$ cat config.mk
export PLATFORM = sky130hd
export DESIGN_NAME = cu_multi_cycle
export DESIGN_NICKNAME = d
export VERILOG_FILES = /design/src/rtl/cu_pkg.sv /design/src/rtl/cu_decode.sv /design/src/rtl/cu_multi_cycle.sv
export SDC_FILE = /design/constraint.sdc
export NUM_CORES = 1
export LEC_CHECK = 0
export ABC_CLOCK_PERIOD_IN_PS = 2400
export CAP_MARGIN = 20
export CELL_PAD_IN_SITES_DETAIL_PLACEMENT = 1
export CELL_PAD_IN_SITES_GLOBAL_PLACEMENT = 2
export CORE_MARGIN = 2
export CORE_UTILIZATION = 23
export CTS_CLUSTER_SIZE = 28
export DETAILED_ROUTE_END_ITERATION = 7
export HOLD_SLACK_MARGIN = 0.05
export PLACE_DENSITY_LB_ADDON = 0.1
export SLEW_MARGIN = 20
export SYNTH_ARGS = -nofsm -noshare
export SYNTH_HDL_FRONTEND = slang
export SYNTH_SLANG_ARGS = --single-unit
export TNS_END_PERCENT = 5
$ cat constraint.sdc
create_clock -name clk -period 2.4 [get_ports clk]
set_input_delay 0.24 -clock clk [delete_from_list [all_inputs] [get_ports clk]]
set_output_delay 0.24 -clock clk [all_outputs]
set_load 0.05 [all_outputs]
$ cat src/rtl/cu_pkg.sv
// Shared constants for the multi-cycle MIPS control unit: state codes, opcode/funct
// values, ALU operation codes, datapath mux selects and decode dispatch classes.
package cu_pkg;

  localparam int unsigned STATE_W = 5;
  localparam int unsigned CLS_W   = 3;

  // FSM state encodings
  localparam logic [STATE_W-1:0] S_FETCH    = 5'd0;
  localparam logic [STATE_W-1:0] S_DECODE   = 5'd1;
  localparam logic [STATE_W-1:0] S_EXE_R    = 5'd2;
  localparam logic [STATE_W-1:0] S_WB_R     = 5'd3;
  localparam logic [STATE_W-1:0] S_EXE_I    = 5'd4;
  localparam logic [STATE_W-1:0] S_WB_I     = 5'd5;
  localparam logic [STATE_W-1:0] S_MEM_ADDR = 5'd6;
  localparam logic [STATE_W-1:0] S_MEM_RD   = 5'd7;
  localparam logic [STATE_W-1:0] S_MEM_WB   = 5'd8;
  localparam logic [STATE_W-1:0] S_MEM_WR   = 5'd9;
  localparam logic [STATE_W-1:0] S_EXE_BR   = 5'd10;
  localparam logic [STATE_W-1:0] S_EXE_J    = 5'd11;
  localparam logic [STATE_W-1:0] S_EXE_JAL  = 5'd12;
  localparam logic [STATE_W-1:0] S_EXE_JR   = 5'd13;
  localparam logic [STATE_W-1:0] S_TRAP     = 5'd14;

  // Opcodes and R-type funct codes
  localparam logic [5:0] OP_RTYPE = 6'd0;
  localparam logic [5:0] OP_J     = 6'd2;
  localparam logic [5:0] OP_JAL   = 6'd3;
  localparam logic [5:0] OP_BEQ   = 6'd4;
  localparam logic [5:0] OP_BNE   = 6'd5;
  localparam logic [5:0] OP_ADDI  = 6'd8;
  localparam logic [5:0] OP_ADDIU = 6'd9;
  localparam logic [5:0] OP_SLTI  = 6'd10;
  localparam logic [5:0] OP_ORI   = 6'd13;
  localparam logic [5:0] OP_LUI   = 6'd15;
  localparam logic [5:0] OP_MUL   = 6'd28;
  localparam logic [5:0] OP_LW    = 6'd35;
  localparam logic [5:0] OP_SW    = 6'd43;
  localparam logic [5:0] FN_SLL   = 6'd0;
  localparam logic [5:0] FN_MUL   = 6'd2;
  localparam logic [5:0] FN_JR    = 6'd8;

  // ALUControl encodings
  localparam logic [3:0] ALU_ADD    = 4'd0;
  localparam logic [3:0] ALU_OR     = 4'd3;
  localparam logic [3:0] ALU_SLT    = 4'd4;
  localparam logic [3:0] ALU_SLL    = 4'd5;
  localparam logic [3:0] ALU_MUL    = 4'd9;
  localparam logic [3:0] ALU_SUBEQ  = 4'd10;
  localparam logic [3:0] ALU_SUBNE  = 4'd11;
  localparam logic [3:0] ALU_PASS_A = 4'd13;
  localparam logic [3:0] ALU_LUI    = 4'd14;

  // Datapath mux selects
  localparam logic [1:0] SRCA_PC      = 2'd0;
  localparam logic [1:0] SRCA_RS      = 2'd1;
  localparam logic [1:0] SRCA_SHAMT   = 2'd2;
  localparam logic [1:0] SRCB_RT      = 2'd0;
  localparam logic [1:0] SRCB_FOUR    = 2'd1;
  localparam logic [1:0] SRCB_IMM     = 2'd2;
  localparam logic [1:0] SRCB_IMM_SL2 = 2'd3;
  localparam logic [1:0] PCSRC_ALU    = 2'd0;
  localparam logic [1:0] PCSRC_ALUOUT = 2'd1;
  localparam logic [1:0] PCSRC_JUMP   = 2'd2;
  localparam logic [1:0] PCSRC_RS     = 2'd3;
  localparam logic [1:0] REGDST_RT    = 2'd0;
  localparam logic [1:0] REGDST_RD    = 2'd1;
  localparam logic [1:0] REGDST_RA    = 2'd2;

  // Decode dispatch classes
  localparam logic [CLS_W-1:0] CLS_R   = 3'd0;
  localparam logic [CLS_W-1:0] CLS_I   = 3'd1;
  localparam logic [CLS_W-1:0] CLS_MEM = 3'd2;
  localparam logic [CLS_W-1:0] CLS_BR  = 3'd3;
  localparam logic [CLS_W-1:0] CLS_J   = 3'd4;
  localparam logic [CLS_W-1:0] CLS_JAL = 3'd5;
  localparam logic [CLS_W-1:0] CLS_JR  = 3'd6;
  localparam logic [CLS_W-1:0] CLS_ILL = 3'd7;

endpackage

$ cat src/rtl/cu_decode.sv
// Combinational Op/Funct decode into a dispatch class, the ALU op for that class and
// a store flag. CU_ILLEGAL_TRAP_EN maps unlisted encodings to CLS_ILL.
module cu_decode
  import cu_pkg::*;
#(
  parameter int unsigned BIT_CTRL = 6,
  parameter int unsigned BIT_SEL  = 3
) (
  input  logic [BIT_CTRL-1:0] op,
  input  logic [BIT_CTRL-1:0] funct,
  output logic [CLS_W-1:0]    cls_c,
  output logic [BIT_SEL:0]    alu_op_c,
  output logic                is_store_c
);

  localparam int unsigned ALU_W = BIT_SEL + 1;

  always_comb begin
    cls_c      = CLS_I;
    alu_op_c   = ALU_W'(ALU_ADD);
    is_store_c = 1'b0;
    case (op)
      BIT_CTRL'(OP_RTYPE): begin
        case (funct)
          BIT_CTRL'(FN_SLL): begin cls_c = CLS_R;  alu_op_c = ALU_W'(ALU_SLL);    end
          BIT_CTRL'(FN_MUL): begin cls_c = CLS_R;  alu_op_c = ALU_W'(ALU_MUL);    end
          BIT_CTRL'(FN_JR):  begin cls_c = CLS_JR; alu_op_c = ALU_W'(ALU_PASS_A); end
`ifdef CU_ILLEGAL_TRAP_EN
          default:           cls_c = CLS_ILL;
`else
          default:           begin cls_c = CLS_R;  alu_op_c = ALU_W'(ALU_SLL);    end
`endif
        endcase
      end
      BIT_CTRL'(OP_MUL):   begin cls_c = CLS_R;   alu_op_c = ALU_W'(ALU_MUL);   end
      BIT_CTRL'(OP_ADDI),
      BIT_CTRL'(OP_ADDIU): begin cls_c = CLS_I;   alu_op_c = ALU_W'(ALU_ADD);   end
      BIT_CTRL'(OP_SLTI):  begin cls_c = CLS_I;   alu_op_c = ALU_W'(ALU_SLT);   end
      BIT_CTRL'(OP_ORI):   begin cls_c = CLS_I;   alu_op_c = ALU_W'(ALU_OR);    end
      BIT_CTRL'(OP_LUI):   begin cls_c = CLS_I;   alu_op_c = ALU_W'(ALU_LUI);   end
      BIT_CTRL'(OP_LW):    cls_c = CLS_MEM;
      BIT_CTRL'(OP_SW):    begin cls_c = CLS_MEM; is_store_c = 1'b1;            end
      BIT_CTRL'(OP_BEQ):   begin cls_c = CLS_BR;  alu_op_c = ALU_W'(ALU_SUBEQ); end
      BIT_CTRL'(OP_BNE):   begin cls_c = CLS_BR;  alu_op_c = ALU_W'(ALU_SUBNE); end
      BIT_CTRL'(OP_J):     cls_c = CLS_J;
      BIT_CTRL'(OP_JAL):   cls_c = CLS_JAL;
`ifdef CU_ILLEGAL_TRAP_EN
      default:             cls_c = CLS_ILL;
`else
      default:             begin cls_c = CLS_I;   alu_op_c = ALU_W'(ALU_ADD);   end
`endif
    endcase
  end

endmodule

$ cat src/rtl/cu_multi_cycle.sv
// Multi-cycle MIPS control unit: fetch/decode/execute/memory/write-back sequencing,
// memory req/ready handshake and a retired-instruction counter. CU_ILLEGAL_TRAP_EN adds TRAP.
module cu_multi_cycle
  import cu_pkg::*;
#(
  parameter int unsigned BIT_CTRL = 6,
  parameter int unsigned BIT_SEL  = 3,
  parameter int unsigned CNT_W    = 16
) (
  input  logic                clk,
  input  logic                rst,
  input  logic [BIT_CTRL-1:0] Op,
  input  logic [BIT_CTRL-1:0] Funct,
  input  logic                mem_ready,
  output logic                mem_req,
  output logic                MemWrite,
  output logic                IorD,
  output logic                IRWrite,
  output logic                PCWrite,
  output logic                PCWriteCond,
  output logic [1:0]          PCSource,
  output logic                RegWrite,
  output logic                MemtoReg,
  output logic [1:0]          RegDst,
  output logic [1:0]          ALUSrcA,
  output logic [1:0]          ALUSrcB,
  output logic [BIT_SEL:0]    ALUControl,
  output logic [CNT_W-1:0]    instr_retired,
  output logic                illegal_op
);

  localparam int unsigned ALU_W = BIT_SEL + 1;

  logic [STATE_W-1:0] state_q, state_d;
  logic [CNT_W-1:0]   retired_q, retired_d;
  logic [CLS_W-1:0]   cls_c;
  logic [ALU_W-1:0]   alu_op_c;
  logic               is_store_c;

  cu_decode #(
    .BIT_CTRL (BIT_CTRL),
    .BIT_SEL  (BIT_SEL)
  ) u_decode (
    .op         (Op),
    .funct      (Funct),
    .cls_c      (cls_c),
    .alu_op_c   (alu_op_c),
    .is_store_c (is_store_c)
  );

  always_ff @(posedge clk) begin
    if (rst) begin
      state_q   <= S_FETCH;
      retired_q <= '0;
    end else begin
      state_q   <= state_d;
      retired_q <= retired_d;
    end
  end

  // Next state and state-decoded controls; everything stays 0 while rst is high
  always_comb begin
    state_d     = state_q;
    retired_d   = retired_q;
    mem_req     = 1'b0;
    MemWrite    = 1'b0;
    IorD        = 1'b0;
    IRWrite     = 1'b0;
    PCWrite     = 1'b0;
    PCWriteCond = 1'b0;
    PCSource    = PCSRC_ALU;
    RegWrite    = 1'b0;
    MemtoReg    = 1'b0;
    RegDst      = REGDST_RT;
    ALUSrcA     = SRCA_PC;
    ALUSrcB     = SRCB_RT;
    ALUControl  = ALU_W'(ALU_ADD);
    illegal_op  = 1'b0;
    if (!rst) begin
      case (state_q)
        S_FETCH: begin
          mem_req = 1'b1;
          if (mem_ready) begin
            IRWrite    = 1'b1;
            PCWrite    = 1'b1;
            ALUSrcA    = SRCA_PC;
            ALUSrcB    = SRCB_FOUR;
            ALUControl = ALU_W'(ALU_ADD);
            PCSource   = PCSRC_ALU;
            state_d    = S_DECODE;
          end
        end
        S_DECODE: begin
          // Branch target is computed speculatively into ALUOut
          ALUSrcA    = SRCA_PC;
          ALUSrcB    = SRCB_IMM_SL2;
          ALUControl = ALU_W'(ALU_ADD);
          case (cls_c)
            CLS_R:   state_d = S_EXE_R;
            CLS_I:   state_d = S_EXE_I;
            CLS_MEM: state_d = S_MEM_ADDR;
            CLS_BR:  state_d = S_EXE_BR;
            CLS_J:   state_d = S_EXE_J;
            CLS_JAL: state_d = S_EXE_JAL;
            CLS_JR:  state_d = S_EXE_JR;
`ifdef CU_ILLEGAL_TRAP_EN
            default: state_d = S_TRAP;
`else
            default: state_d = S_EXE_I;
`endif
          endcase
        end
        S_EXE_R: begin
          ALUSrcA    = (alu_op_c == ALU_W'(ALU_SLL)) ? SRCA_SHAMT : SRCA_RS;
          ALUSrcB    = SRCB_RT;
          ALUControl = alu_op_c;
          state_d    = S_WB_R;
        end
        S_WB_R: begin
          RegWrite = 1'b1;
          RegDst   = REGDST_RD;
          state_d  = S_FETCH;
        end
        S_EXE_I: begin
          ALUSrcA    = SRCA_RS;
          ALUSrcB    = SRCB_IMM;
          ALUControl = alu_op_c;
          state_d    = S_WB_I;
        end
        S_WB_I: begin
          RegWrite = 1'b1;
          RegDst   = REGDST_RT;
          state_d  = S_FETCH;
        end
        S_MEM_ADDR: begin
          ALUSrcA    = SRCA_RS;
          ALUSrcB    = SRCB_IMM;
          ALUControl = ALU_W'(ALU_ADD);
          state_d    = is_store_c ? S_MEM_WR : S_MEM_RD;
        end
        S_MEM_RD: begin
          mem_req = 1'b1;
          IorD    = 1'b1;
          if (mem_ready) state_d = S_MEM_WB;
        end
        S_MEM_WB: begin
          RegWrite = 1'b1;
          MemtoReg = 1'b1;
          RegDst   = REGDST_RT;
          state_d  = S_FETCH;
        end
        S_MEM_WR: begin
          mem_req  = 1'b1;
          MemWrite = 1'b1;
          IorD     = 1'b1;
          if (mem_ready) state_d = S_FETCH;
        end
        S_EXE_BR: begin
          ALUSrcA     = SRCA_RS;
          ALUSrcB     = SRCB_RT;
          ALUControl  = alu_op_c;
          PCWriteCond = 1'b1;
          PCSource    = PCSRC_ALUOUT;
          state_d     = S_FETCH;
        end
        S_EXE_J: begin
          PCWrite  = 1'b1;
          PCSource = PCSRC_JUMP;
          state_d  = S_FETCH;
        end
        S_EXE_JAL: begin
          PCWrite  = 1'b1;
          PCSource = PCSRC_JUMP;
          RegWrite = 1'b1;
          RegDst   = REGDST_RA;
          state_d  = S_FETCH;
        end
        S_EXE_JR: begin
          ALUSrcA    = SRCA_RS;
          ALUControl = ALU_W'(ALU_PASS_A);
          PCWrite    = 1'b1;
          PCSource   = PCSRC_RS;
          state_d    = S_FETCH;
        end
`ifdef CU_ILLEGAL_TRAP_EN
        S_TRAP: illegal_op = 1'b1;
`endif
        default: state_d = S_FETCH;
      endcase
      // Count each completed instruction as it hands control back to FETCH
      if ((state_q != S_FETCH) && (state_d == S_FETCH)) begin
        retired_d = retired_q + CNT_W'(1);
      end
    end
  end

  assign instr_retired = retired_q;

endmodule

==> results.json <==
{
  "cts.clk_slew.worst_paths_ns": 0.08,
  "netlist_area_um2": 1710,
  "maxCapViolCount": 0,
  "rr_worst_depth": 10,
  "hold_viol": 0,
  "end_kind": "flip-flop",
  "path_max_fanout": 6,
  "dpl.hpwl_um": 4670,
  "wl_per_cell_um": 14.4,
  "placed_area_um2": 2800,
  "antenna_left": 0,
  "drc": 0,
  "crit_path_top_delay_cell": "or4_1",
  "ios": 52,
  "status": "completed",
  "start_util_pct": 23.7,
  "period_needed_ns": 2.34,
  "die_h_um": 90.1,
  "fin_area_um2": 3040,
  "syn_area_per_cell_um2": 7.23,
  "netlist.area_leader.share_pct": 24.6,
  "cp.depth": 8,
  "grt_pass1_wl_um": 10300,
  "firstDrtPassIters": 4,
  "ys_seq_elements": 21,
  "setup_viol": 0,
  "fin_worst_skew_ns": 0.00173,
  "antenna_found_initial": 0,
  "crit_arrival_ns": 2.55,
  "ir_drop_mv": 0.180,
  "cts.sink_count": 21,
  "critical_path_buf_inv_count": 1,
  "syn2layout_area_growth_pct": 77.9,
  "drive_gt1_share_pct": 31.2,
  "tightest_slew_ns": 0.540,
  "min_period_over_period_pct": 97.7,
  "path_cells": "clkdlybuf4s50_1 -> or4_4 -> o211ai_4 -> a31oi_4 -> a211oi_4 -> nand3_4 -> or4_1 -> a21oi_2",
  "die_area_um2": 8130,
  "total_power_mw": 0.878,
  "numPortBuffers": 50,
  "cp-start-kind": "input port",
  "synthDistinctLibCells": 53,
  "cts_buffer_depth": 2,
  "clk_latency_ns": 0.26,
  "hold_path_class": "flip-flop to flip-flop",
  "hold-worst-slack_ns": 0.512,
  "dieWidth_um": 90.1,
  "cts_tree": "yes",
  "cts_root_buf": "clkbuf_8",
  "finalNetCount": 341,
  "synth_edf_count": 0,
  "crit_type": "input port to flip-flop",
  "yosys.area.top_type": "dfxtp_1",
  "power_density_nw_per_um2": 289,
  "synth_commonest_cells": "dfxtp_1 (21), o21ai_0 (21), a21oi_1 (19)",
  "relSlewSlack_pct": 63.6,
  "synth_flop_cell": "dfxtp_1",
  "grt_max_degree": 32,
  "via_count": 2076,
  "power.leakage_nw": 1.16,
  "critPathRequiredTime_ns": 2.60,
  "drt-initial-drc-count": 42,
  "place_ws_ns": -0.284,
  "fmax_mhz": 427,
  "synth_area_leaders": "dfxtp_1 (25%), o21ai_0 (6.2%), a21oi_1 (5.6%)",
  "n_antenna_cell": 0,
  "htreeDepth": 1,
  "cpPeakStageDelay_ns": 0.52,
  "ys_seq_area_share_pct": 24.6,
  "hold_path_depth": 2,
  "critPathTopFamily": "simple AND/OR/NAND/NOR gates",
  "rsz0062_at_grt": "true",
  "slew_violations": 0,
  "coreArea_um2": 7210,
  "ctsHoldBuffers": 0,
  "grt_usage_pct": 14.8,
  "grt-ovfl-total": 0,
  "postSynthCellCount": 236,
  "grt_pass1_vias": 2063,
  "gp_congestion": 0.759,
  "yosysWarningCount": 0,
  "drt-total-wl_um": 6100,
  "async_flop_share_pct": 0,
  "finalWorstSetupSlack_ns": 0.0557,
  "placementRows": 31,
  "routed_via_density": 4.91,
  "numCtsBuffers": 3
}
## metal layers
| layer | global-route usage (%) | vias to the layer above | share of wire [%] | routed length (um) |
|---|---|---|---|---|
| li1 | - | 1055 | - | - |
| met1 | 21.9 | 989 | 51 | 3090 |
| met2 | 23.6 | 28 | 47 | 2840 |
| met3 | 2.51 | 4 | 2.4 | 144 |
| met4 | 1.15 | 0 | 0.41 | 25 |
| met5 | 0 | - | 0 | 0 |
## sequential cells by signal (all words and copies together) (netlist names)
name,cells
state_q,5
instr_retired,16
## worst register-to-register path, stage by stage, from the launching register on
cell,delay [ns]
dfxtp_1,0.34
buf_4,0.18
nor3_1,0.24
nand3_2,0.15
buf_4,0.17
o31a_2,0.40
nand3_4,0.16
clkbuf_16,0.15
buf_4,0.12
mux2i_1,0.18
nor2_1,0.05
## layout make-up
class | instances | area (um2)
inverter | 5 | 18.8
timing repair buffer | 103 | 1150
clock buffer | 3 | 41.3
sequential | 21 | 420
clock inverter | 1 | 5.00
fill | 886 | 4180
multi-input combinational | 191 | 1280
tap | 99 | 124
## stage by stage
step           util, %  instances  setup TNS [ns]
6_report          42.1        423               0
5_1_grt           42.1        423          -0.101
4_1_cts           39.6        417               0
3_5_place_dp      38.8        413           -3.78
3_3_place_gp      38.8        413           -3.44
2_1_floorplan        -        237           -1.34
## cell usage in the layout, fill, tap and decap left out, types with 3 or more instances in the layout
| master | count |
|---|---|
| buf_6 | 5 |
| nand3_1 | 14 |
| dlymetal6s2s_1 | 5 |
| o21ai_1 | 6 |
| o31ai_1 | 4 |
| nand2_1 | 15 |
| clkbuf_8 | 3 |
| clkdlybuf4s50_1 | 25 |
| nand2b_1 | 6 |
| buf_12 | 20 |
| nor4_1 | 4 |
| nor3_1 | 9 |
| dfxtp_1 | 21 |
| buf_4 | 47 |
| nand4_1 | 7 |
| nor2_1 | 14 |
| and3_1 | 6 |
| or3_1 | 11 |
| nor2b_1 | 5 |
| nor4_2 | 3 |
| a21oi_1 | 17 |
| or4_1 | 4 |
| inv_1 | 5 |
| o21ai_0 | 15 |
## power breakdown
part           internal, mW  switching (mW)  total, mW
registers             0.355         0.00904      0.365
logic                 0.133           0.141      0.274
clock network         0.116           0.123      0.239
total                 0.604           0.273      0.878
## final timing paths
path	start	endpoint	slack, ns
worst max register to register	state_q[3]	instr_retired[1]	0.14
worst max-delay path	Op[0]	instr_retired[12]	0.06
worst min register to register	instr_retired[15]	instr_retired[15]	0.51
worst min-delay path	instr_retired[15]	instr_retired[15]	0.51
## timing repair
item                                    CTS  global route
endpoints found under the setup margin    5            17
resized for setup                         3            31
pin swaps                                 3            18
cloned                                    0             1
setup buffers                             0             5
## cell families after synthesis
| family | after synthesis | synth area share, % |
|---|---|---|
| multiplexers | 1 | 0.587 |
| adder cells (fa/ha/maj) | 1 | 0.733 |
| AND/OR/NAND/NOR | 118 | 39.9 |
| XOR/XNOR | 4 | 2.05 |
| flip-flops | 21 | 24.6 |
| AO/OA/AOI/OAI | 65 | 25.1 |
| other | 1 | 0.220 |
| buffers and inverters | 25 | 6.82 |
(Power assumes the default switching activity.)
